==> src/rtl/pulse_uart_tx_pkg.sv <==
// Shared constants and serializer state encoding for the pulse record UART transmitter.
package pulse_uart_tx_pkg;

    localparam int FRAME_BYTES        = 6;
    localparam int UART_BITS_PER_BYTE = 10;

    typedef enum logic [1:0] {
        IDLE  = 2'd0,
        START = 2'd1,
        DATA  = 2'd2,
        STOP  = 2'd3
    } uart_state_e;

endpackage

==> src/rtl/uart_tx_byte.sv <==
// 8N1 byte serializer: start bit goes out the cycle after a byte is accepted.
// byte_ready_o is high when idle and on the last stop-bit cycle, so a waiting byte chains with no gap.
module uart_tx_byte
    import pulse_uart_tx_pkg::*;
#(
    parameter int CLKS_PER_BIT = 104,
    parameter int CNT_BITS     = 7
) (
    input  logic       clk,
    input  logic       reset_n,
    input  logic       byte_valid_i,
    input  logic [7:0] byte_dat_i,
    output logic       byte_ready_o,
    output logic       tx_o
);

    localparam int DATA_BITS = UART_BITS_PER_BYTE - 2;

    uart_state_e         state_q, state_d;
    logic [CNT_BITS-1:0] baud_q, baud_d;
    logic [2:0]          bit_q, bit_d;
    logic [7:0]          sh_q, sh_d;
    logic                tx_q, tx_d;
    logic                baud_last;

    assign baud_last    = (baud_q == CNT_BITS'(CLKS_PER_BIT - 1));
    assign byte_ready_o = (state_q == IDLE) || ((state_q == STOP) && baud_last);
    assign tx_o         = tx_q;

    always_comb begin
        state_d = state_q;
        baud_d  = baud_q;
        bit_d   = bit_q;
        sh_d    = sh_q;
        tx_d    = tx_q;
        case (state_q)
            IDLE: begin
                tx_d   = 1'b1;
                baud_d = '0;
            end
            START: begin
                if (baud_last) begin
                    state_d = DATA;
                    baud_d  = '0;
                    bit_d   = '0;
                    tx_d    = sh_q[0];
                end else begin
                    baud_d = baud_q + CNT_BITS'(1);
                end
            end
            DATA: begin
                if (baud_last) begin
                    baud_d = '0;
                    if (bit_q == 3'(DATA_BITS - 1)) begin
                        state_d = STOP;
                        tx_d    = 1'b1;
                    end else begin
                        bit_d = bit_q + 3'd1;
                        sh_d  = {1'b0, sh_q[7:1]};
                        tx_d  = sh_q[1];
                    end
                end else begin
                    baud_d = baud_q + CNT_BITS'(1);
                end
            end
            STOP: begin
                if (baud_last) begin
                    state_d = IDLE;
                    baud_d  = '0;
                    tx_d    = 1'b1;
                end else begin
                    baud_d = baud_q + CNT_BITS'(1);
                end
            end
            default: state_d = IDLE;
        endcase
        // Accepting a byte overrides the stop-bit exit so the next start bit follows directly.
        if (byte_valid_i && byte_ready_o) begin
            state_d = START;
            baud_d  = '0;
            sh_d    = byte_dat_i;
            tx_d    = 1'b0;
        end
    end

    always_ff @(posedge clk or negedge reset_n) begin
        if (!reset_n) begin
            state_q <= IDLE;
            baud_q  <= '0;
            bit_q   <= '0;
            sh_q    <= '0;
            tx_q    <= 1'b1;
        end else begin
            state_q <= state_d;
            baud_q  <= baud_d;
            bit_q   <= bit_d;
            sh_q    <= sh_d;
            tx_q    <= tx_d;
        end
    end

endmodule

==> src/rtl/pulse_uart_tx.sv <==
// Pops one pulse record (ts + length) and sends it as a byte frame on an 8N1 line; start bit the cycle after the pop.
// in_ready is high only while idle; PULSE_UART_CHECKSUM_EN appends an XOR checksum byte.
module pulse_uart_tx
    import pulse_uart_tx_pkg::*;
#(
    parameter int TS_WIDTH     = 32,
    parameter int LEN_WIDTH    = 16,
    parameter int CLKS_PER_BIT = 104,
    parameter int CNT_BITS     = 7
) (
    input  logic                 clk,
    input  logic                 reset_n,
    input  logic                 in_valid,
    input  logic [TS_WIDTH-1:0]  in_ts,
    input  logic [LEN_WIDTH-1:0] in_length,
    output logic                 in_ready,
    output logic                 tx,
    output logic                 busy,
    output logic [15:0]          frame_count
);

`ifdef PULSE_UART_CHECKSUM_EN
    localparam logic [2:0] LAST_IDX = 3'(FRAME_BYTES);
`else
    localparam logic [2:0] LAST_IDX = 3'(FRAME_BYTES - 1);
`endif
    // Byte 0 goes straight from in_length to the serializer, so only the remaining bytes are held.
    localparam int SH_W = TS_WIDTH + LEN_WIDTH - 8;

    logic            active_q, active_d;
    logic            rdy_q, rdy_d;
    logic [2:0]      byte_idx_q, byte_idx_d;
    logic [SH_W-1:0] shift_q, shift_d;
    logic [15:0]     frame_count_q, frame_count_d;
`ifdef PULSE_UART_CHECKSUM_EN
    logic [7:0]      csum_q, csum_d;
`endif

    logic       take, more, handoff, frame_end;
    logic       byte_valid, byte_ready;
    logic [7:0] byte_dat;

    assign take      = in_valid && rdy_q;
    assign more      = active_q && (byte_idx_q != LAST_IDX);
    assign handoff   = more && byte_ready;
    assign frame_end = active_q && byte_ready && (byte_idx_q == LAST_IDX);
    assign byte_valid = take || more;

    always_comb begin
        byte_dat = shift_q[7:0];
        if (take) begin
            byte_dat = in_length[7:0];
        end
`ifdef PULSE_UART_CHECKSUM_EN
        else if (byte_idx_q == LAST_IDX - 3'd1) begin
            byte_dat = csum_q;
        end
`endif
    end

    always_comb begin
        active_d      = active_q;
        byte_idx_d    = byte_idx_q;
        shift_d       = shift_q;
        frame_count_d = frame_count_q;
`ifdef PULSE_UART_CHECKSUM_EN
        csum_d        = csum_q;
`endif
        if (take) begin
            active_d   = 1'b1;
            byte_idx_d = '0;
            shift_d    = {in_ts, in_length[LEN_WIDTH-1:8]};
`ifdef PULSE_UART_CHECKSUM_EN
            csum_d     = in_length[7:0];
`endif
        end else if (handoff) begin
            byte_idx_d = byte_idx_q + 3'd1;
            shift_d    = shift_q >> 8;
`ifdef PULSE_UART_CHECKSUM_EN
            csum_d     = csum_q ^ byte_dat;
`endif
        end else if (frame_end) begin
            active_d      = 1'b0;
            frame_count_d = frame_count_q + 16'd1;
        end
        rdy_d = !active_d;
    end

    always_ff @(posedge clk or negedge reset_n) begin
        if (!reset_n) begin
            active_q      <= 1'b0;
            rdy_q         <= 1'b0;
            byte_idx_q    <= '0;
            shift_q       <= '0;
            frame_count_q <= '0;
        end else begin
            active_q      <= active_d;
            rdy_q         <= rdy_d;
            byte_idx_q    <= byte_idx_d;
            shift_q       <= shift_d;
            frame_count_q <= frame_count_d;
        end
    end

`ifdef PULSE_UART_CHECKSUM_EN
    always_ff @(posedge clk or negedge reset_n) begin
        if (!reset_n) begin
            csum_q <= '0;
        end else begin
            csum_q <= csum_d;
        end
    end
`endif

    uart_tx_byte #(
        .CLKS_PER_BIT (CLKS_PER_BIT),
        .CNT_BITS     (CNT_BITS)
    ) u_byte (
        .clk          (clk),
        .reset_n      (reset_n),
        .byte_valid_i (byte_valid),
        .byte_dat_i   (byte_dat),
        .byte_ready_o (byte_ready),
        .tx_o         (tx)
    );

    assign in_ready    = rdy_q;
    assign busy        = active_q;
    assign frame_count = frame_count_q;

endmodule
==> config.mk <==
export PLATFORM = sky130hd
export DESIGN_NAME = pulse_uart_tx
export DESIGN_NICKNAME = d
export VERILOG_FILES = /design/src/rtl/pulse_uart_tx_pkg.sv /design/src/rtl/uart_tx_byte.sv /design/src/rtl/pulse_uart_tx.sv
export SDC_FILE = /design/constraint.sdc
export NUM_CORES = 1
export LEC_CHECK = 0
export ABC_AREA = 1
export CAP_MARGIN = 20
export CORE_UTILIZATION = 30
export CTS_CLUSTER_SIZE = 24
export DETAILED_ROUTE_END_ITERATION = 6
export PLACE_DENSITY_LB_ADDON = 0.12
export SLEW_MARGIN = 20
export SYNTH_ARGS = -nofsm -noshare
export SYNTH_HDL_FRONTEND = slang
export SYNTH_SLANG_ARGS = --single-unit
==> constraint.sdc <==
create_clock -name clk -period 1.4 [get_ports clk]
set_clock_uncertainty 0.05 [all_clocks]
set_input_delay 0.14 -clock clk [delete_from_list [all_inputs] [get_ports clk]]
set_output_delay 0.14 -clock clk [all_outputs]
set_load 0.005 [all_outputs]
### Yosys cells after proc, flatten, opt, wreduce, memory -nomap -nowiden

Index checks and enable logic that the tools add are counted.

| word-level totals | value |
|---|---|
| output and inout port bits | 19 |
| bits of input ports | 51 |
| word-level logic and storage cells | 84 |
| register bits | 82 |

| operators by class | value |
|---|---|
| $add $sub $neg | 4 |
| multiplexer cells | 31 |
| bitwise operators | 2 |
| reduce and logical (&&, ||, !) cells | 22 |
| eq/ne operators | 15 |

Operator list:

| operator | number |
|---|---|
| $mux 40 | 2 |
| $mux 8 | 5 |
| $add 16x1->16 const B | 1 |
| $mux 3 | 5 |
| $mux 7 | 2 |
| $pmux 7 s2 | 1 |
| $mux 2 | 5 |
| $ne 3x1->1 const B | 3 |
| $reduce_and 3->1 | 3 |
| $mux 1 | 8 |
| $reduce_bool 2->1 | 4 |
| $add 7x1->7 const B | 1 |
| $eq 7x7->1 const B | 1 |
| $logic_and 1x1->1 | 7 |
| $add 3x1->3 const B | 2 |
| $eq 3x3->1 const B | 2 |
| $pmux 2 s3 | 1 |
| $pmux 3 s2 | 1 |
| $reduce_and 5->1 | 1 |
| $eq 2x2->1 const B | 2 |
| $ne 2x1->1 const B | 2 |
| $ne 2x2->1 const B | 2 |
| $pmux 1 s4 | 1 |
| $reduce_and 4->1 | 1 |
| other kinds (9) | 11 |

### Depth between registers and ports, before layout

| depth | value |
|---|---|
| word-level depth | 9 |
| gate-level depth with buffers | 12 |
| mapped depth without buffers | 11 |

### Cells and area by module

A second synthesis with hierarchy kept.

| unflattened totals | value |
|---|---|
| cell total of the unflattened synthesis | 512 |
| area total of the unflattened synthesis | 4240.3 um2 |

By module, submodules not included:

| module | instances | area an instance (um2) | cells an instance | sequential area each (um2) |
|---|---|---|---|---|
| pulse_uart_tx | 1 | 3024.2 | 356 | 1526.5 |
| uart_tx_byte | 1 | 1216.2 | 156 | 526.8 |

### Worst setup path before layout

No wires, ideal clock.

| timing path | value |
|---|---|
| path type | flip-flop to flip-flop |
| from | reg byte_idx_q[0] |
| to | reg u_byte.sh_q[1] |
| stages on the path, launching flop included | 11 |
| buffers on the path | 1 |
| path slack | -0.146 ns |
| required time | 1.226 ns |
| data arrival time | 1.372 ns |
| setup time | 0.124 ns |
| period minus slack after synthesis | 1.546 ns |
| cell sequence | dfrtp_1 > ha_1 > a21oi_4 > inv_1 > nand2_1 > nand2_4 > buf_6 > nand2_2 > inv_2 > nand2_1 > nand3_1 |

| on the way | value |
|---|---|
| word-level cells in the longest chain between the ends | 6 |
| elaborated cells on any way between the ends | 9 |
| classes of those cells | 2 x eq/ne; 1 x mux; 6 x reduce/logical |

Ends and longest elaborated chain:

| element | line | text |
|---|---|---|
| start, declared | pulse_uart_tx.sv:32 | `logic [2:0] byte_idx_q, byte_idx_d;` |
| start signal, assigned | pulse_uart_tx.sv:99 | `byte_idx_q <= byte_idx_d;` |
| $ne 3x3->1 * | pulse_uart_tx.sv:44 | `assign more = active_q && (byte_idx_q != LAST_IDX);` |
| $logic_and 1x1->1 * | pulse_uart_tx.sv:44 |  |
| $logic_or 1x1->1 * | pulse_uart_tx.sv:47 | `assign byte_valid = take \|\| more;` |
| $logic_and 1x1->1 * | uart_tx_byte.sv:78 | `if (byte_valid_i && byte_ready_o) begin` |
| $ne 2x2->1 (no line) or $reduce_bool 2->1 (tied branches) | -- |  |
| $reduce_and 3->1 (no line) | -- |  |
| end signal, assigned | uart_tx_byte.sv:91 | `sh_q <= '0;` |
| end signal, assigned | uart_tx_byte.sv:97 | `sh_q <= sh_d;` |
| end, declared | uart_tx_byte.sv:22 | `logic [7:0] sh_q, sh_d;` |

Mark *: on every way between the ends. The rest lies on a longest branch, timed or not.
A chain may end at the register's enable or synchronous reset.

### Worst setup path after layout

| timing path | value |
|---|---|
| from | reg u_byte.baud_q[0] |
| to | reg shift_q[9] |

| on the way | value |
|---|---|
| word-level cells in the longest chain between the ends | 5 |

Ends and longest elaborated chain:

| element | line | text |
|---|---|---|
| start, declared | uart_tx_byte.sv:20 | `logic [CNT_BITS-1:0] baud_q, baud_d;` |
| start signal, assigned | uart_tx_byte.sv:95 | `baud_q <= baud_d;` |
| $eq 7x7->1 | uart_tx_byte.sv:26 | `assign baud_last = (baud_q == CNT_BITS'(CLKS_PER_BIT - 1));` |
| $logic_and 1x1->1 | uart_tx_byte.sv:27 | `assign byte_ready_o = (state_q == IDLE) \|\| ((state_q == STOP) && baud_last);` |
| $logic_or 1x1->1 | uart_tx_byte.sv:27 |  |
| $logic_and 1x1->1 | pulse_uart_tx.sv:45 | `assign handoff = more && byte_ready;` |
| $reduce_bool 2->1 (no line) | -- |  |
| end signal, assigned | pulse_uart_tx.sv:100 | `shift_q <= shift_d;` |
| end, declared | pulse_uart_tx.sv:33 | `logic [SH_W-1:0] shift_q, shift_d;` |

No other way between the ends.

==> impl_metrics.tcl <==
set metrics [dict create \
    finalSetupViolCount 79 \
    finalCritPeriodShare_pct 113 \
    post-place-ws_ps -259 \
    clock_sinks 82 \
    pin_count 70 \
    drc 0 \
    crit_buf_inv 1 \
    cpPeakStageDelay_ps 360 \
    grt_util_met2_pct 27.8 \
    antenna_left 0 \
    synth-seq-cells 82 \
    critical-path-slowest-cell "dfrtp_1" \
    slew_headroom_pct 78.0 \
    grt_pass1_vias 3948 \
    reg2reg_slack_ps -180 \
    via_per_inst 4.63 \
    antenna_found_initial 0 \
    leakagePower_uw 0.00329 \
    diodes 0 \
    coreArea_um2 13500 \
    drive_gt1_share_pct 34.1 \
    cts_root_buffer "clkbuf_16" \
    clkLatencyLatePin_ps 340 \
    grt_pass1_wl_mm 19.1 \
    finalNetCount 732 \
    grt_usage_pct 16.9 \
    crit_path_frequent_cell "nand3_1" \
    rr_startpoint "u_byte.baud_q[0]$_DFF_PN0_" \
    top_usage_layer "met2" \
    cts_tree "done" \
    cellPowerDensity_nw_per_um2 713 \
    async_reset_ff_share_pct 100 \
    rsz0062_at_grt "true" \
    worst-path-max-fanout 12 \
    placed_cells 810 \
    io_buffers 69 \
    rows 42 \
    stdcell_count 851 \
    path_cells "ha_2 -> nand2_2 -> nor2_4 -> nand3_4 -> nand2_8 -> nand2_4 -> clkbuf_16 -> nand3_1 -> nand3_1" \
    grt_use_met1_pct 22.1 \
    drtIter0Drc 195 \
    worstSetupStartpointType "register" \
    syn_to_final_growth_pct 59.4 \
    synth_ff_type "dfrtp_1" \
    drt-wirelength-per-cell_um 13.7 \
    slew_violations 0 \
    postLayoutCellArea_um2 6720 \
    violations "negative setup slack" \
    critical-path-top-delay-family "simple AND/OR/NAND/NOR gates" \
    yosysSeqAreaShare_pct 48.7 \
    cp.required_ps 1580 \
    period_needed_ps 1580 \
    end_kind "register" \
    die-area_um2 14500 \
    hold_viol 0 \
    gr-usage-met3_pct 2.64 \
    die_y_um 121 \
    ys_warn_count 0 \
    ctsHtreeMaxLevel 3 \
    hold_class "in2async" \
    holdWs_ps 209 \
    fmaxAchievable_ghz 0.633 \
    place_hpwl_mm 8.32 \
    path_depth 9 \
    fp.dieW_um 121 \
    status "complete, but fails checks" \
    synthCells 508 \
    worst_pin_slew_ps 330 \
    synth.distinct_cells 36 \
    synth_edf_count 0 \
    ir_drop_v 0.000439 \
    synth.avg_cell_area_um2 8.29 \
    placed_cell_area_um2 5740 \
    utilization_pct 49.9 \
    drt-total-wl_mm 11.6 \
    grt_max_degree 39 \
    syn_area_um2 4210 \
    endpoint "shift_q[9]$_DFFE_PN0P_" \
    start_util_pct 31.3 \
    clk_pin_slew_ps 60 \
    clock_tree.buffer_depth 2 \
    cts_buffers 9 \
    final.setup.worst_slack_ps -181 \
    syn_nets 570 \
    cp.arrival_ps 1760 \
    gp_congestion 0.814 \
    startpoint "u_byte.baud_q[0]$_DFF_PN0_" \
    dr.pass1.iters 4 \
    vias 3936 \
    worst_r2r_endpoint "shift_q[9]$_DFFE_PN0P_" \
    r2r_cells 9 \
    setup.worst_path.class "reg2reg" \
    maxCapViolations 0 \
    overflow 0 \
]
[metal layers]
layer	share of wire (%)	wire length, um
met1	45	5230
met4	1.1	122
met3	3.5	406
met5	0	0
met2	50	5860
[cells by family (layout without fill, tap and decap cells)]
family / count (synthesis) / in the layout / synth area share [%]
flip-flops: 82 / 82 / 48.7
buffers and inverters: 63 / 230 / 6.77
AO/OA/AOI/OAI: 42 / 42 / 7.22
adder cells (fa/ha/maj): 11 / 11 / 3.27
XOR/XNOR: 17 / 17 / 3.53
AND/OR/NAND/NOR: 293 / 293 / 30.5
[stage by stage]
stage | total power [uW] | setup TNS, ps
after detailed placement | 2620 | -13030
final | 4790 | -10600
after global routing | 4960 | -17680
after global placement | 2620 | -10610
after CTS | 4860 | -10590
after floorplan | 2410 | -3570
[how the worst min path moves through the flow]
stage | end | slack, ps | depth (start not counted)
floorplan | busy$_DFF_PN0_ | -210 | 0
global placement | u_byte.bit_q[2]$_DFFE_PN0P_ | 20 | 1
detailed placement | u_byte.bit_q[2]$_DFFE_PN0P_ | 20 | 1
CTS | u_byte.sh_q[4]$_DFFE_PN0P_ | 210 | 2
global route | shift_q[37]$_DFFE_PN0P_ | 230 | 2
finish | shift_q[27]$_DFFE_PN0P_ | 210 | 2
[layout make-up]
cell class	instances	area [um2]
clock buffer	12	246
clock inverter	4	27.5
sequential	82	2050
inverter	44	201
timing repair buffer	170	1620
fill	1352	6740
multi-input combinational	363	2350
tap	176	220
[placed cells by master (no fill, tap or decap), drive strengths merged, types with 3 or more instances in the layout]
master / n
nand2: 178
buf: 101
dfrtp: 81
nand3: 76
clkdlybuf4s50: 50
inv: 41
nor2: 25
o21ai: 23
xor2: 15
dlygate4sd2: 14
clkbuf: 13
ha: 11
o211ai: 9
nor3: 8
nand4: 4
clkinv: 4
clkinvlp: 3
dlymetal6s2s: 3
a21oi: 3
[power breakdown]
group	switching [uW]	internal, uW	total, uW
Sequential	0	2370	2370
Combinational	73.3	133	207
Clock	966	1250	2210
Total	1040	3750	4790
[flip-flops by register name (all words and copies together) (netlist names)]
| name | cells |
|---|---|
| busy | 1 |
| byte_idx_q | 3 |
| frame_count | 16 |
| in_ready | 1 |
| shift_q | 40 |
| u_byte.baud_q | 7 |
| u_byte.bit_q | 3 |
| u_byte.sh_q | 8 |
| u_byte.state_q | 2 |
| u_byte.tx_o | 1 |
[worst register-to-register path, stage by stage (launching register included)]
cell       delay (ps)
dfrtp_1           360
ha_2              190
nand2_2            70
nor2_4            110
nand3_4           100
nand2_8           130
nand2_4           120
clkbuf_16         200
nand3_1            70
nand3_1            70
[cells in the mapped netlist, drive strengths merged (2+ instances only)]
master | n | share of area, %
a22o | 2 | 0.42
xnor2 | 2 | 0.42
a21oi | 3 | 0.62
ha | 11 | 3.3
nand3 | 76 | 9.6
xor2 | 15 | 3.1
clkbuf | 5 | 0.45
nand2 | 178 | 17
nand4 | 4 | 0.59
nor2 | 25 | 2.3
clkinv | 2 | 0.24
inv | 42 | 3.8
a31oi | 2 | 0.30
dfrtp | 81 | 48
o21ai | 23 | 2.7
o211ai | 9 | 2.6
buf | 14 | 2.3
nor3 | 8 | 0.95
o22ai | 2 | 0.30
[timing repair]
action | 4_1_cts | 5_1_grt
gates cloned | 0 | 1
setup endpoints to repair | 101 | 85
setup buffers | 20 | 3
hold buffers | 1 | 0
resized for setup | 83 | 68
pin swaps | 8 | 15
hold endpoints to repair | 82 | 0
Power figures use the tool's default switching activity.
